[src/rtl/dmem_arb_pkg.sv]
// Shared encodings for the data-memory arbiter: FSM states and owner codes.
package dmem_arb_pkg;

    localparam int unsigned ST_W  = 2;
    localparam int unsigned OWN_W = 2;

    localparam logic [ST_W-1:0] ST_IDLE  = 2'd0;
    localparam logic [ST_W-1:0] ST_ISSUE = 2'd1;
    localparam logic [ST_W-1:0] ST_WAIT  = 2'd2;
    localparam logic [ST_W-1:0] ST_RESP  = 2'd3;

    localparam logic [OWN_W-1:0] OWN_NONE = 2'd0;
    localparam logic [OWN_W-1:0] OWN_CPU  = 2'd1;
    localparam logic [OWN_W-1:0] OWN_DMA  = 2'd2;

endpackage

[src/rtl/dmem_arbiter_if.sv]
// Bus bundle between the CPU port, the DMA port, the memory and the arbiter.
interface dmem_arbiter_if #(
    parameter int unsigned AW = 32,
    parameter int unsigned DW = 32
) ();
    logic          cpu_req;
    logic          cpu_we;
    logic [AW-1:0] cpu_addr;
    logic [DW-1:0] cpu_wdata;
    logic          cpu_ack;
    logic [DW-1:0] cpu_rdata;
    logic          cpu_stall;
    logic          dma_req;
    logic          dma_we;
    logic [AW-1:0] dma_addr;
    logic [DW-1:0] dma_wdata;
    logic          dma_ack;
    logic [DW-1:0] dma_rdata;
    logic          mem_en;
    logic          mem_we;
    logic [AW-1:0] mem_addr;
    logic [DW-1:0] mem_wdata;
    logic [DW-1:0] mem_rdata;
    logic [1:0]    owner;

    // Arbiter view
    modport slave (
        input  cpu_req, cpu_we, cpu_addr, cpu_wdata,
        input  dma_req, dma_we, dma_addr, dma_wdata,
        input  mem_rdata,
        output cpu_ack, cpu_rdata, cpu_stall,
        output dma_ack, dma_rdata,
        output mem_en, mem_we, mem_addr, mem_wdata,
        output owner
    );

    // Requesters plus memory view
    modport master (
        output cpu_req, cpu_we, cpu_addr, cpu_wdata,
        output dma_req, dma_we, dma_addr, dma_wdata,
        output mem_rdata,
        input  cpu_ack, cpu_rdata, cpu_stall,
        input  dma_ack, dma_rdata,
        input  mem_en, mem_we, mem_addr, mem_wdata,
        input  owner
    );
endinterface

[src/rtl/dmem_arb_fair.sv]
// Bounded-priority winner select: CPU wins ties until it has taken
// MAX_CPU_BURST consecutive grants while DMA was waiting.
module dmem_arb_fair
    import dmem_arb_pkg::*;
#(
    parameter int unsigned MAX_CPU_BURST = 4
) (
    input  logic             clock,
    input  logic             reset,
    input  logic             cpu_req,
    input  logic             dma_req,
    input  logic             grant,
    output logic [OWN_W-1:0] winner
);
    localparam int unsigned SW = $clog2(MAX_CPU_BURST + 1);

    logic [SW-1:0] streak_q;
    logic [SW-1:0] streak_d;

    // Winner select and next streak value
    always_comb begin
        winner   = OWN_NONE;
        streak_d = streak_q;
        if (cpu_req && dma_req) begin
            winner = (streak_q >= SW'(MAX_CPU_BURST)) ? OWN_DMA : OWN_CPU;
        end else if (dma_req) begin
            winner = OWN_DMA;
        end else if (cpu_req) begin
            winner = OWN_CPU;
        end
        if (grant) begin
            if (winner == OWN_CPU && dma_req) begin
                streak_d = (streak_q >= SW'(MAX_CPU_BURST)) ? streak_q : streak_q + SW'(1);
            end else begin
                streak_d = '0;
            end
        end
    end

    // Streak register
    always_ff @(posedge clock or posedge reset) begin
        if (reset) begin
            streak_q <= '0;
        end else begin
            streak_q <= streak_d;
        end
    end
endmodule

[src/rtl/dmem_arbiter.sv]
// Single-port data memory arbiter between the pipeline and a DMA/loader port.
module dmem_arbiter
    import dmem_arb_pkg::*;
#(
    parameter int unsigned AW            = 32,
    parameter int unsigned DW            = 32,
    parameter int unsigned RD_LAT        = 1,
    parameter int unsigned MAX_CPU_BURST = 4
) (
    input logic           clock,
    input logic           reset,
    dmem_arbiter_if.slave bus
);
    localparam int unsigned CW = (RD_LAT > 1) ? $clog2(RD_LAT) : 1;

    logic [ST_W-1:0]  state_q, state_d;
    logic [OWN_W-1:0] owner_q, owner_d;
    logic [AW-1:0]    addr_q, addr_d;
    logic [DW-1:0]    wdata_q, wdata_d;
    logic [DW-1:0]    rdata_q, rdata_d;
    logic             we_q, we_d;
    logic [CW-1:0]    cnt_q, cnt_d;
    logic             mem_en_q, mem_we_q;
    logic             cpu_ack_q, dma_ack_q;
    logic             grant;
    logic [OWN_W-1:0] winner;

    dmem_arb_fair #(
        .MAX_CPU_BURST(MAX_CPU_BURST)
    ) u_fair (
        .clock  (clock),
        .reset  (reset),
        .cpu_req(bus.cpu_req),
        .dma_req(bus.dma_req),
        .grant  (grant),
        .winner (winner)
    );

    // Next-state, request latch and read capture
    always_comb begin
        state_d = state_q;
        owner_d = owner_q;
        addr_d  = addr_q;
        wdata_d = wdata_q;
        we_d    = we_q;
        rdata_d = rdata_q;
        cnt_d   = cnt_q;
        grant   = 1'b0;
        case (state_q)
            ST_IDLE: begin
                owner_d = OWN_NONE;
                if (bus.cpu_req || bus.dma_req) begin
                    grant   = 1'b1;
                    owner_d = winner;
                    state_d = ST_ISSUE;
                    if (winner == OWN_DMA) begin
                        addr_d  = bus.dma_addr;
                        wdata_d = bus.dma_wdata;
                        we_d    = bus.dma_we;
                    end else begin
                        addr_d  = bus.cpu_addr;
                        wdata_d = bus.cpu_wdata;
                        we_d    = bus.cpu_we;
                    end
                end
            end
            ST_ISSUE: begin
                if (we_q) begin
                    state_d = ST_RESP;
                end else begin
                    state_d = ST_WAIT;
                    cnt_d   = CW'(RD_LAT - 1);
                end
            end
            ST_WAIT: begin
                if (cnt_q == '0) begin
                    rdata_d = bus.mem_rdata;
                    state_d = ST_RESP;
                end else begin
                    cnt_d = cnt_q - CW'(1);
                end
            end
            ST_RESP: begin
                owner_d = OWN_NONE;
                state_d = ST_IDLE;
            end
            default: begin
                owner_d = OWN_NONE;
                state_d = ST_IDLE;
            end
        endcase
    end

    // State, datapath and registered strobes
    always_ff @(posedge clock or posedge reset) begin
        if (reset) begin
            state_q   <= ST_IDLE;
            owner_q   <= OWN_NONE;
            addr_q    <= '0;
            wdata_q   <= '0;
            we_q      <= 1'b0;
            rdata_q   <= '0;
            cnt_q     <= '0;
            mem_en_q  <= 1'b0;
            mem_we_q  <= 1'b0;
            cpu_ack_q <= 1'b0;
            dma_ack_q <= 1'b0;
        end else begin
            state_q   <= state_d;
            owner_q   <= owner_d;
            addr_q    <= addr_d;
            wdata_q   <= wdata_d;
            we_q      <= we_d;
            rdata_q   <= rdata_d;
            cnt_q     <= cnt_d;
            mem_en_q  <= (state_d == ST_ISSUE);
            mem_we_q  <= (state_d == ST_ISSUE) && we_d;
            cpu_ack_q <= (state_d == ST_RESP) && (owner_d == OWN_CPU);
            dma_ack_q <= (state_d == ST_RESP) && (owner_d == OWN_DMA);
        end
    end

    assign bus.mem_en    = mem_en_q;
    assign bus.mem_we    = mem_we_q;
    assign bus.mem_addr  = addr_q;
    assign bus.mem_wdata = wdata_q;
    assign bus.cpu_ack   = cpu_ack_q;
    assign bus.dma_ack   = dma_ack_q;
    assign bus.cpu_rdata = rdata_q;
    assign bus.dma_rdata = rdata_q;
    assign bus.owner     = owner_q;
    assign bus.cpu_stall = bus.cpu_req & ~bus.cpu_ack;
endmodule

[src/flat_wrapper.sv]
// flat-port wrapper written by rule: the top's interface ports become plain ports
module dmem_arbiter_flat import dmem_arb_pkg::*;
#(
    parameter int unsigned AW            = 32,
    parameter int unsigned DW            = 32,
    parameter int unsigned RD_LAT        = 1,
    parameter int unsigned MAX_CPU_BURST = 4
)
  (clock, reset, bus_cpu_req, bus_cpu_we, bus_cpu_addr, bus_cpu_wdata, bus_dma_req, bus_dma_we, bus_dma_addr, bus_dma_wdata, bus_mem_rdata, bus_cpu_ack, bus_cpu_rdata, bus_cpu_stall, bus_dma_ack, bus_dma_rdata, bus_mem_en, bus_mem_we, bus_mem_addr, bus_mem_wdata, bus_owner);
  dmem_arbiter_if #(.AW(AW), .DW(DW)) bus_i ();
  input logic clock;
  input logic reset;
  input wire logic [$bits(bus_i.cpu_req)-1:0] bus_cpu_req;
  input wire logic [$bits(bus_i.cpu_we)-1:0] bus_cpu_we;
  input wire logic [$bits(bus_i.cpu_addr)-1:0] bus_cpu_addr;
  input wire logic [$bits(bus_i.cpu_wdata)-1:0] bus_cpu_wdata;
  input wire logic [$bits(bus_i.dma_req)-1:0] bus_dma_req;
  input wire logic [$bits(bus_i.dma_we)-1:0] bus_dma_we;
  input wire logic [$bits(bus_i.dma_addr)-1:0] bus_dma_addr;
  input wire logic [$bits(bus_i.dma_wdata)-1:0] bus_dma_wdata;
  input wire logic [$bits(bus_i.mem_rdata)-1:0] bus_mem_rdata;
  output wire logic [$bits(bus_i.cpu_ack)-1:0] bus_cpu_ack;
  output wire logic [$bits(bus_i.cpu_rdata)-1:0] bus_cpu_rdata;
  output wire logic [$bits(bus_i.cpu_stall)-1:0] bus_cpu_stall;
  output wire logic [$bits(bus_i.dma_ack)-1:0] bus_dma_ack;
  output wire logic [$bits(bus_i.dma_rdata)-1:0] bus_dma_rdata;
  output wire logic [$bits(bus_i.mem_en)-1:0] bus_mem_en;
  output wire logic [$bits(bus_i.mem_we)-1:0] bus_mem_we;
  output wire logic [$bits(bus_i.mem_addr)-1:0] bus_mem_addr;
  output wire logic [$bits(bus_i.mem_wdata)-1:0] bus_mem_wdata;
  output wire logic [$bits(bus_i.owner)-1:0] bus_owner;
  assign bus_i.cpu_req = bus_cpu_req;
  assign bus_i.cpu_we = bus_cpu_we;
  assign bus_i.cpu_addr = bus_cpu_addr;
  assign bus_i.cpu_wdata = bus_cpu_wdata;
  assign bus_i.dma_req = bus_dma_req;
  assign bus_i.dma_we = bus_dma_we;
  assign bus_i.dma_addr = bus_dma_addr;
  assign bus_i.dma_wdata = bus_dma_wdata;
  assign bus_i.mem_rdata = bus_mem_rdata;
  assign bus_cpu_ack = bus_i.cpu_ack;
  assign bus_cpu_rdata = bus_i.cpu_rdata;
  assign bus_cpu_stall = bus_i.cpu_stall;
  assign bus_dma_ack = bus_i.dma_ack;
  assign bus_dma_rdata = bus_i.dma_rdata;
  assign bus_mem_en = bus_i.mem_en;
  assign bus_mem_we = bus_i.mem_we;
  assign bus_mem_addr = bus_i.mem_addr;
  assign bus_mem_wdata = bus_i.mem_wdata;
  assign bus_owner = bus_i.owner;
  dmem_arbiter #(.AW(AW), .DW(DW), .RD_LAT(RD_LAT), .MAX_CPU_BURST(MAX_CPU_BURST)) u_core (.clock(clock), .reset(reset), .bus(bus_i));
endmodule
[config.mk]
export PLATFORM = sky130hd
export DESIGN_NAME = dmem_arbiter_flat
export DESIGN_NICKNAME = d
export VERILOG_FILES = /design/src/rtl/dmem_arb_pkg.sv /design/src/rtl/dmem_arbiter_if.sv /design/src/rtl/dmem_arb_fair.sv /design/src/rtl/dmem_arbiter.sv /design/src/flat_wrapper.sv
export SDC_FILE = /design/constraint.sdc
export NUM_CORES = 1
export LEC_CHECK = 0
export CORE_ASPECT_RATIO = 1.1
export CORE_UTILIZATION = 35
export DETAILED_ROUTE_END_ITERATION = 10
export MAX_ROUTING_LAYER = met4
export PLACE_DENSITY = 0.78
export SLEW_MARGIN = 0
export SYNTH_ARGS = -nofsm -noshare
export SYNTH_HDL_FRONTEND = slang
export SYNTH_SLANG_ARGS = --single-unit
[constraint.sdc]
create_clock -name clock -period 3.56 [get_ports clock]
set_input_delay 0.534 -clock clock [delete_from_list [all_inputs] [get_ports clock]]
set_output_delay 0.534 -clock clock [all_outputs]
set_load 0.1 [all_outputs]
==> results of run 1 <==
==> per-stage QoR <==
step	cells	hold WS, ns
final	964	0.459
after global routing	964	0.474
after CTS	962	0.464
after detailed placement	946	0.453
after global placement	946	0.451
after floorplan	523	0.531
==> cell families (layout without fill, tap and decap cells) <==
family | after synthesis | in the layout
simple gates | 148 | 148
compound gates | 139 | 139
flops | 108 | 108
buf+inv | 90 | 337
mux | 32 | 32
fa+ha+maj | 6 | 6
other cells | 0 | 2
==> routing by layer <==
metal	share of wire, %	global-route usage (%)
met3	7.5	5.77
met1	40	25.6
met4	1.9	7.47
met5	0	-
met2	51	36.2
==> layout make-up <==
cell class | instances | area share (%)
Timing Repair Buffer | 310 | 37.5
Sequential cell | 108 | 32.5
Multi-Input combinational cell | 325 | 23.1
Clock buffer | 11 | 3.04
Tap cell | 192 | 2.89
Inverter | 11 | 0.527
Clock inverter | 5 | 0.436
Antenna cell | 2 | 0.0602
==> registers in the layout, indices dropped and copies added (netlist names) <==
| name | count |
|---|---|
| u_core.u_fair.streak_q | 3 |
| u_core.bus.mem_wdata | 32 |
| u_core.bus.owner | 2 |
| u_core.bus.mem_en | 1 |
| u_core.bus.mem_addr | 32 |
| u_core.state_q | 2 |
| u_core.bus.dma_ack | 1 |
| u_core.bus.cpu_rdata | 32 |
| u_core.bus.cpu_ack | 1 |
| u_core.bus.mem_we | 1 |
| u_core.we_q | 1 |
==> placed cells by master, fill, tap and decap left out, types with 2 or more instances in the layout <==
cell type and count:
o21ai_0 29, nor4_1 2, nor2_1 64, ha_1 6, mux2_1 2, buf_4 9, mux2_2 30, nor2b_1 2
dfrtp_1 108, nor3_1 4, clkbuf_16 9, clkinvlp_4 3, diode_2 2, inv_1 9, o21ai_1 39, clkdlybuf4s50_1 296
a31oi_1 64, clkbuf_8 2, nand2_1 5, nand3_1 64, buf_12 4
==> final timing paths <==
kind,endpoint,cells past startpoint,from
max,bus_dma_rdata[22],1,u_core.bus.cpu_rdata[22]$_DFFE_PP0N_
min,u_core.bus.dma_ack$_DFF_PP0_,1,u_core.bus.owner[0]$_DFF_PP0_
max reg2reg,u_core.bus.mem_wdata[16]$_DFFE_PP0P_,6,u_core.state_q[0]$_DFF_PP0_
min reg2reg,u_core.bus.dma_ack$_DFF_PP0_,1,u_core.bus.owner[0]$_DFF_PP0_
max in group asynchronous,u_core.bus.cpu_rdata[23]$_DFFE_PP0N_,3,reset
min in group asynchronous,u_core.bus.mem_wdata[2]$_DFFE_PP0P_,2,reset
==> flow_summary.ini, run 1 <==
[clocking]
clockRootBuffer = clkbuf_16
numClockSinks = 108
cts_tree = yes
cts_max_level = 3
cts_hold_buf = 0
cts_setup_buffers = 0
clock_latency_ns = 0.34
cts_resized = 0
cts.reportedPaths.clkPinSlew_ns = 0.08
numCtsBuffers = 9
clk_path_buf_depth = 2

[min_path]
hold_path.class = reg2reg

[sta]
fin_setup_tns_ns = 0
setup_ws_ns = 1.11
setup_viol = 0
rsz0062_at_grt = false
period_share_pct = 68.7
report.final.slew_viol_count = 0
hold_violations = 0
finClkSkew_ns = 0.00948
min_period_ns = 2.45
relSlewSlack_pct = 30.8
worstMarginPinSlew_ns = 1.04
clock.fmax_mhz = 409

[route]
route.vias.total = 4828
viasPerCell = 5.01
drcViolationCount = 0
wire_per_inst_um = 16.8
totalWireLength_um = 16200
drt_iter0_markers = 242
dr.pass1.iters = 5
ant_nets = 0

[layout]
multiInputGateArea_sq_mm = 0.00192
syn_to_final_growth_pct = 60.9
fin_util_pct = 57.6
final_cell_area_sq_mm = 0.00832
regArea_sq_mm = 0.00270
drive_above_1_share_pct = 8.70
fin_nets = 937
nFillCells = 1259

[floorplanning]
rows = 46
core_sq_mm = 0.0144
fp.dieW_um = 118
ios = 301
initial_core_util_pct = 35.8
dieArea_sq_mm = 0.0153
dieHeight_um = 129

[synth]
synth_xor_area_share_pct = 0
yosysTopAreaCell = dfrtp_1
yosys.area_share.simple_pct = 13.0
synth_compound_area_share_pct = 15.5
syn_nets = 695
ys_seq_area_share_pct = 52.3
avgSynthCellArea_sq_um = 9.89
synth_top_family_by_area = compound AO/OA/AOI/OAI gates
netlist.area_leader.share_pct = 52.3
synth-async-reset-ratio_pct = 100
synthMuxAreaShare_pct = 6.97
synth-edff-count = 0
synth_area_sq_mm = 0.00517
synth_warnings = 0
synthDistinctLibCells = 33
synth_seq_cells = 108
synthTopCellsByArea = dfrtp_1 (52%), a31oi_1 (7.7%), mux2_2 (6.5%), nand3_1 (6.2%), buf_4 (5.2%)
synthFlopType = dfrtp_1
yosysMostFrequentCell = dfrtp_1
synthAdderAreaFrac_pct = 1.45
netlist_instances = 523
ys_top_cells_by_count = dfrtp_1 (108), a31oi_1 (64), nand3_1 (64), nor2_1 (64), o21ai_1 (39)

[flow_run]
cap_violations = 0

[worst_setup_path]
cp_top_family = buffers and inverters
crit_fanout = 3
critical_path_buf_inv_count = 1
rrSetupSlack_ns = 1.62
critPathMaxStageDelay_ns = 1.16
cp_cell_sequence = clkdlybuf4s50_1
worstSetupEndpointType = output port
critPathSlowestCell = clkdlybuf4s50_1
critical_path_class = reg2out
cp.required_ns = 3.03
crit_arrival_ns = 1.91
critPathLaunchType = register

[grt]
grt_max_degree = 68
grt_pass1_vias = 4587
grt_overflow = 0
antenna_found_initial = 2
grt_pass1_wl_um = 24800
track_usage_pct = 21.8

[placed_design]
postPlaceCellArea_sq_mm = 0.00802
gp_congestion = 0.779
io_buffers = 300
hpwl_um = 11800
post-place-ws_ns = 1.08

[outcome]
status = finished clean
Power of run 1 is not shown: default switching activity piles up to over one toggle a cycle in this logic, so the estimate is an artifact.
==> run 2, diff against run 1 <==
Clock period 3.56 ns to 2.03 ns, I/O delays scaled along.
==> flow_summary.ini, run 2 (synthesized netlist as in run 1, its figures left out) <==
[outcome]
status = finished clean

[clocking]
cts_setup_buffers = 0
numClockSinks = 108
clock_latency_ns = 0.35
cts_hold_buf = 0
cts_max_level = 3
cts.reportedPaths.clkPinSlew_ns = 0.08
cts_tree = yes
cts_resized = 0
numCtsBuffers = 9
clk_path_buf_depth = 2
clockRootBuffer = clkbuf_16

[worst_setup_path]
worstSetupEndpointType = register
critPathMaxStageDelay_ns = 0.43
worstRegToRegCells = 6
rrSetupSlack_ns = 0.22
reg2reg_to = u_core.bus.mem_wdata[7]$_DFFE_PP0P_
critPathSlowestCell = dfrtp_1
cp_cell_sequence = inv_1 > ha_1 > o21a_4 > buf_12 > nor2_1 > a31oi_1
crit_arrival_ns = 2.07
reg2reg_from = u_core.state_q[0]$_DFF_PP0_
cp.required_ns = 2.30
critPathLaunchType = register
critical_path_class = reg2reg
crit_fanout = 52

[grt]
grt_pass1_vias = 4689
grt_max_degree = 64
grt_overflow = 0
grt_pass1_wl_um = 25400
track_usage_pct = 22.1
antenna_found_initial = 2

[sta]
rsz0062_at_grt = false
hold_violations = 0
report.final.slew_viol_count = 0
relSlewSlack_pct = 60.5
period_share_pct = 89.0
clock.fmax_mhz = 553
fin_setup_tns_ns = 0
setup_viol = 0
min_period_ns = 1.81
worstMarginPinSlew_ns = 0.592
finClkSkew_ns = 0.00781

[layout]
nFillCells = 1306
syn_to_final_growth_pct = 57.5
drive_above_1_share_pct = 26.3
instances_no_fill = 969
final_common_cell = clkdlybuf4s50_1
layout_common_cells = clkdlybuf4s50_1 (164), buf_4 (140), dfrtp_1 (108)
multiInputGateArea_sq_mm = 0.00192
fin_nets = 942
regArea_sq_mm = 0.00270

[floorplanning]
initial_core_util_pct = 35.8
rows = 46
dieArea_sq_mm = 0.0153
dieHeight_um = 129
ios = 301
fp.dieW_um = 118
core_sq_mm = 0.0144

[route]
dr.pass1.iters = 7
ant_nets = 0
drt_iter0_markers = 289
totalWireLength_um = 16100
wire_per_inst_um = 16.6
route.vias.total = 4887
viasPerCell = 5.04
drcViolationCount = 0

[placed_design]
gp_congestion = 0.806
place_inst = 951
io_buffers = 300
hpwl_um = 11800

[min_path]
hold_path.class = in2async

[flow_run]
cap_violations = 0
[run 2: cell types whose count changed in the layout (fill, tap and decap cells not counted)]
cell / previous run / this run
buf_12: 4 / 10
buf_4: 9 / 140
bufinv_16: 0 / 2
clkbuf_1: 0 / 1
clkbuf_8: 2 / 1
clkdlybuf4s50_1: 296 / 164
clkinv_2: 1 / 0
clkinv_4: 1 / 0
inv_4: 1 / 0
inv_6: 0 / 1
nor2b_1: 2 / 1
nor2b_2: 0 / 1
[run 2: worst max-delay path by stage]
stage	from	to	slack, ns	depth (start not counted)
after floorplan	u_core.bus.cpu_ack$_DFF_PP0_	bus_cpu_stall	0.04	1
after global placement	bus_cpu_req	u_core.bus.mem_wdata[18]$_DFFE_PP0P_	0.25	5
after detailed placement	bus_cpu_req	u_core.bus.mem_wdata[21]$_DFFE_PP0P_	0.21	5
after CTS	u_core.state_q[0]$_DFF_PP0_	u_core.bus.mem_addr[30]$_DFFE_PP0P_	0.23	6
after global routing	u_core.state_q[0]$_DFF_PP0_	u_core.bus.mem_wdata[21]$_DFFE_PP0P_	0.08	6
final	u_core.state_q[0]$_DFF_PP0_	u_core.bus.mem_wdata[7]$_DFFE_PP0P_	0.22	6
[run 2: cell type report]
class / count / share of cell area, %
tap: 192 / 2.95
inverter: 11 / 0.553
clock inverter: 5 / 1.03
clock buffer: 11 / 2.98
sequential: 108 / 33.2
antenna: 2 / 0.0615
timing repair buffer: 315 / 35.6
multi-input combinational: 325 / 23.6
[run 2: critical path: cells and delay by family, from the launching register on]
family                   cells  cell delay (ns)
AO/OA/AOI/OAI                2             0.48
flip-flops                   1             0.43
buffers and inverters        2             0.36
adder cells (fa/ha/maj)      1             0.34
AND/OR/NAND/NOR              1             0.07
[run 2: routing by layer]
| metal | routed length [um] | GRT usage (%) | part of all wire [%] |
|---|---|---|---|
| met1 | 6620 | 26.5 | 41 |
| met2 | 7990 | 36.2 | 50 |
| met3 | 1130 | 4.84 | 7.0 |
| met4 | 390 | 9.35 | 2.4 |
| met5 | 0 | - | 0 |
[run 2: through the flow]
step                hold WS (ns)  setup WS (ns)  area [sq um]  utilization, %
floorplan                  0.439         0.0370          5180               -
detailed placement         0.461          0.206          7810            54.1
CTS                        0.371          0.227          8140            56.3
global route               0.422         0.0791          8140            56.3
finish                     0.400          0.223          8140            56.3
global placement           0.455          0.250          7810            54.1
Power of run 2 is left out for the same reason.
==> run 3, diff against run 2 <==
Settings changed: TNS_END_PERCENT set to 1.
==> flow_summary.ini, run 3 (synthesized netlist as in run 1, its figures left out) <==
[outcome]
status = finished clean

[sta]
rsz0062_at_grt = false
setup_viol = 0
min_period_ns = 1.72
hold_violations = 0
worstMarginPinSlew_ns = 0.483
finClkSkew_ns = 0.00622
report.final.slew_viol_count = 0
clock.fmax_mhz = 582
period_share_pct = 84.6
relSlewSlack_pct = 67.8

[floorplanning]
ios = 301
rows = 46
initial_core_util_pct = 35.8
dieArea_sq_mm = 0.0153
dieHeight_um = 129
fp.dieW_um = 118
core_sq_mm = 0.0144

[clocking]
cts_tree = yes
cts_hold_buf = 0
clk_path_buf_depth = 2
cts.reportedPaths.clkPinSlew_ns = 0.07
clockRootBuffer = clkbuf_16
clock_latency_ns = 0.34
numCtsBuffers = 9
cts_max_level = 3
cts_resized = 0
numClockSinks = 108
cts_setup_buffers = 0

[grt]
grt_overflow = 0
antenna_found_initial = 3
grt.met2_usage_pct = 36.3
track_usage_pct = 21.8
busiest_layer = met2
use_met1_pct = 25.7
grt_use_met3_pct = 5.11
grt_max_degree = 73
grt_pass1_wl_um = 24900
grt_pass1_vias = 4594

[route]
viasPerCell = 5.03
route.vias.total = 4871
dr.pass1.iters = 6
drt_iter0_markers = 236
wire_per_inst_um = 16.9
drcViolationCount = 0
ant_nets = 0
totalWireLength_um = 16400

[layout]
drive_above_1_share_pct = 26.2
final_cell_area_sq_mm = 0.00815
layout_common_cells = clkdlybuf4s50_1 (164), buf_4 (140), dfrtp_1 (108)
syn_to_final_growth_pct = 57.6
final_common_cell = clkdlybuf4s50_1
nFillCells = 1280
fin_nets = 942

[worst_setup_path]
crit_arrival_ns = 1.41
worstSetupEndpointType = output port
crit_fanout = 9
cp.required_ns = 1.73
critPathLaunchType = input pin
critical_path_class = in2out

[min_path]
hold_path.class = in2async

[placed_design]
gp_congestion = 0.768
io_buffers = 300
postPlaceCellArea_sq_mm = 0.00781
hpwl_um = 12200

[flow_run]
cap_violations = 0
[run 3: cell count changes in the layout (fill, tap and decap cells not counted), sizes merged]
cell and change:
bufinv +1, clkinv +1, clkbuf -2, diode +1, clkinvlp -1
[run 3: critical path: stages]
cell and delay (ns):
clkdlybuf4s50_1 0.64, nor2b_1 0.26, buf_12 0.20
[run 3: final cells by class]
cell class              count  area, sq um  share of cell area, %
inverters                  11         45.0                  0.553
well taps                 192          240                   2.95
clock inverters             6          111                   1.37
flip-flops and latches    108         2700                   33.2
diodes                      3         7.51                 0.0921
clock buffers               9          225                   2.76
multi-input cells         325         1920                   23.6
repair buffers            315         2900                   35.6
[run 3: worst paths after layout]
path / start / endpoint / slack (ns) / depth (start not counted)
min: reset / u_core.bus.cpu_rdata[23]$_DFFE_PP0N_ / 0.28 / 2
max: bus_cpu_req / bus_cpu_stall / 0.31 / 3
min in group clock: bus_dma_req / u_core.we_q$_DFF_PP0_ / 0.44 / 3
max reg2reg: u_core.state_q[0]$_DFF_PP0_ / u_core.bus.mem_addr[23]$_DFFE_PP0P_ / 0.35 / 6
max in group asynchronous: reset / u_core.bus.mem_addr[12]$_DFFE_PP0P_ / 1.21 / 3
min reg2reg: u_core.bus.owner[0]$_DFF_PP0_ / u_core.bus.dma_ack$_DFF_PP0_ / 0.47 / 1
[run 3: stage by stage]
step	cells	util (%)	setup TNS, ns	hold WS [ns]	worst slack [ns]
2_1_floorplan	523	-	-0.485	0.439	-0.485
3_3_place_gp	951	54.0	0	0.468	0.253
3_5_place_dp	951	54.0	0	0.456	0.195
4_1_cts	966	56.4	0	0.268	0.303
5_1_grt	969	56.4	0	0.274	0.189
6_report	969	56.4	0	0.277	0.312
[run 3: routing by layer]
| layer | share of wire (%) | wire [um] |
|---|---|---|
| met4 | 1.7 | 273 |
| met5 | 0 | 0 |
| met1 | 40 | 6590 |
| met3 | 6.8 | 1110 |
| met2 | 51 | 8390 |
Power of run 3 is left out for the same reason.
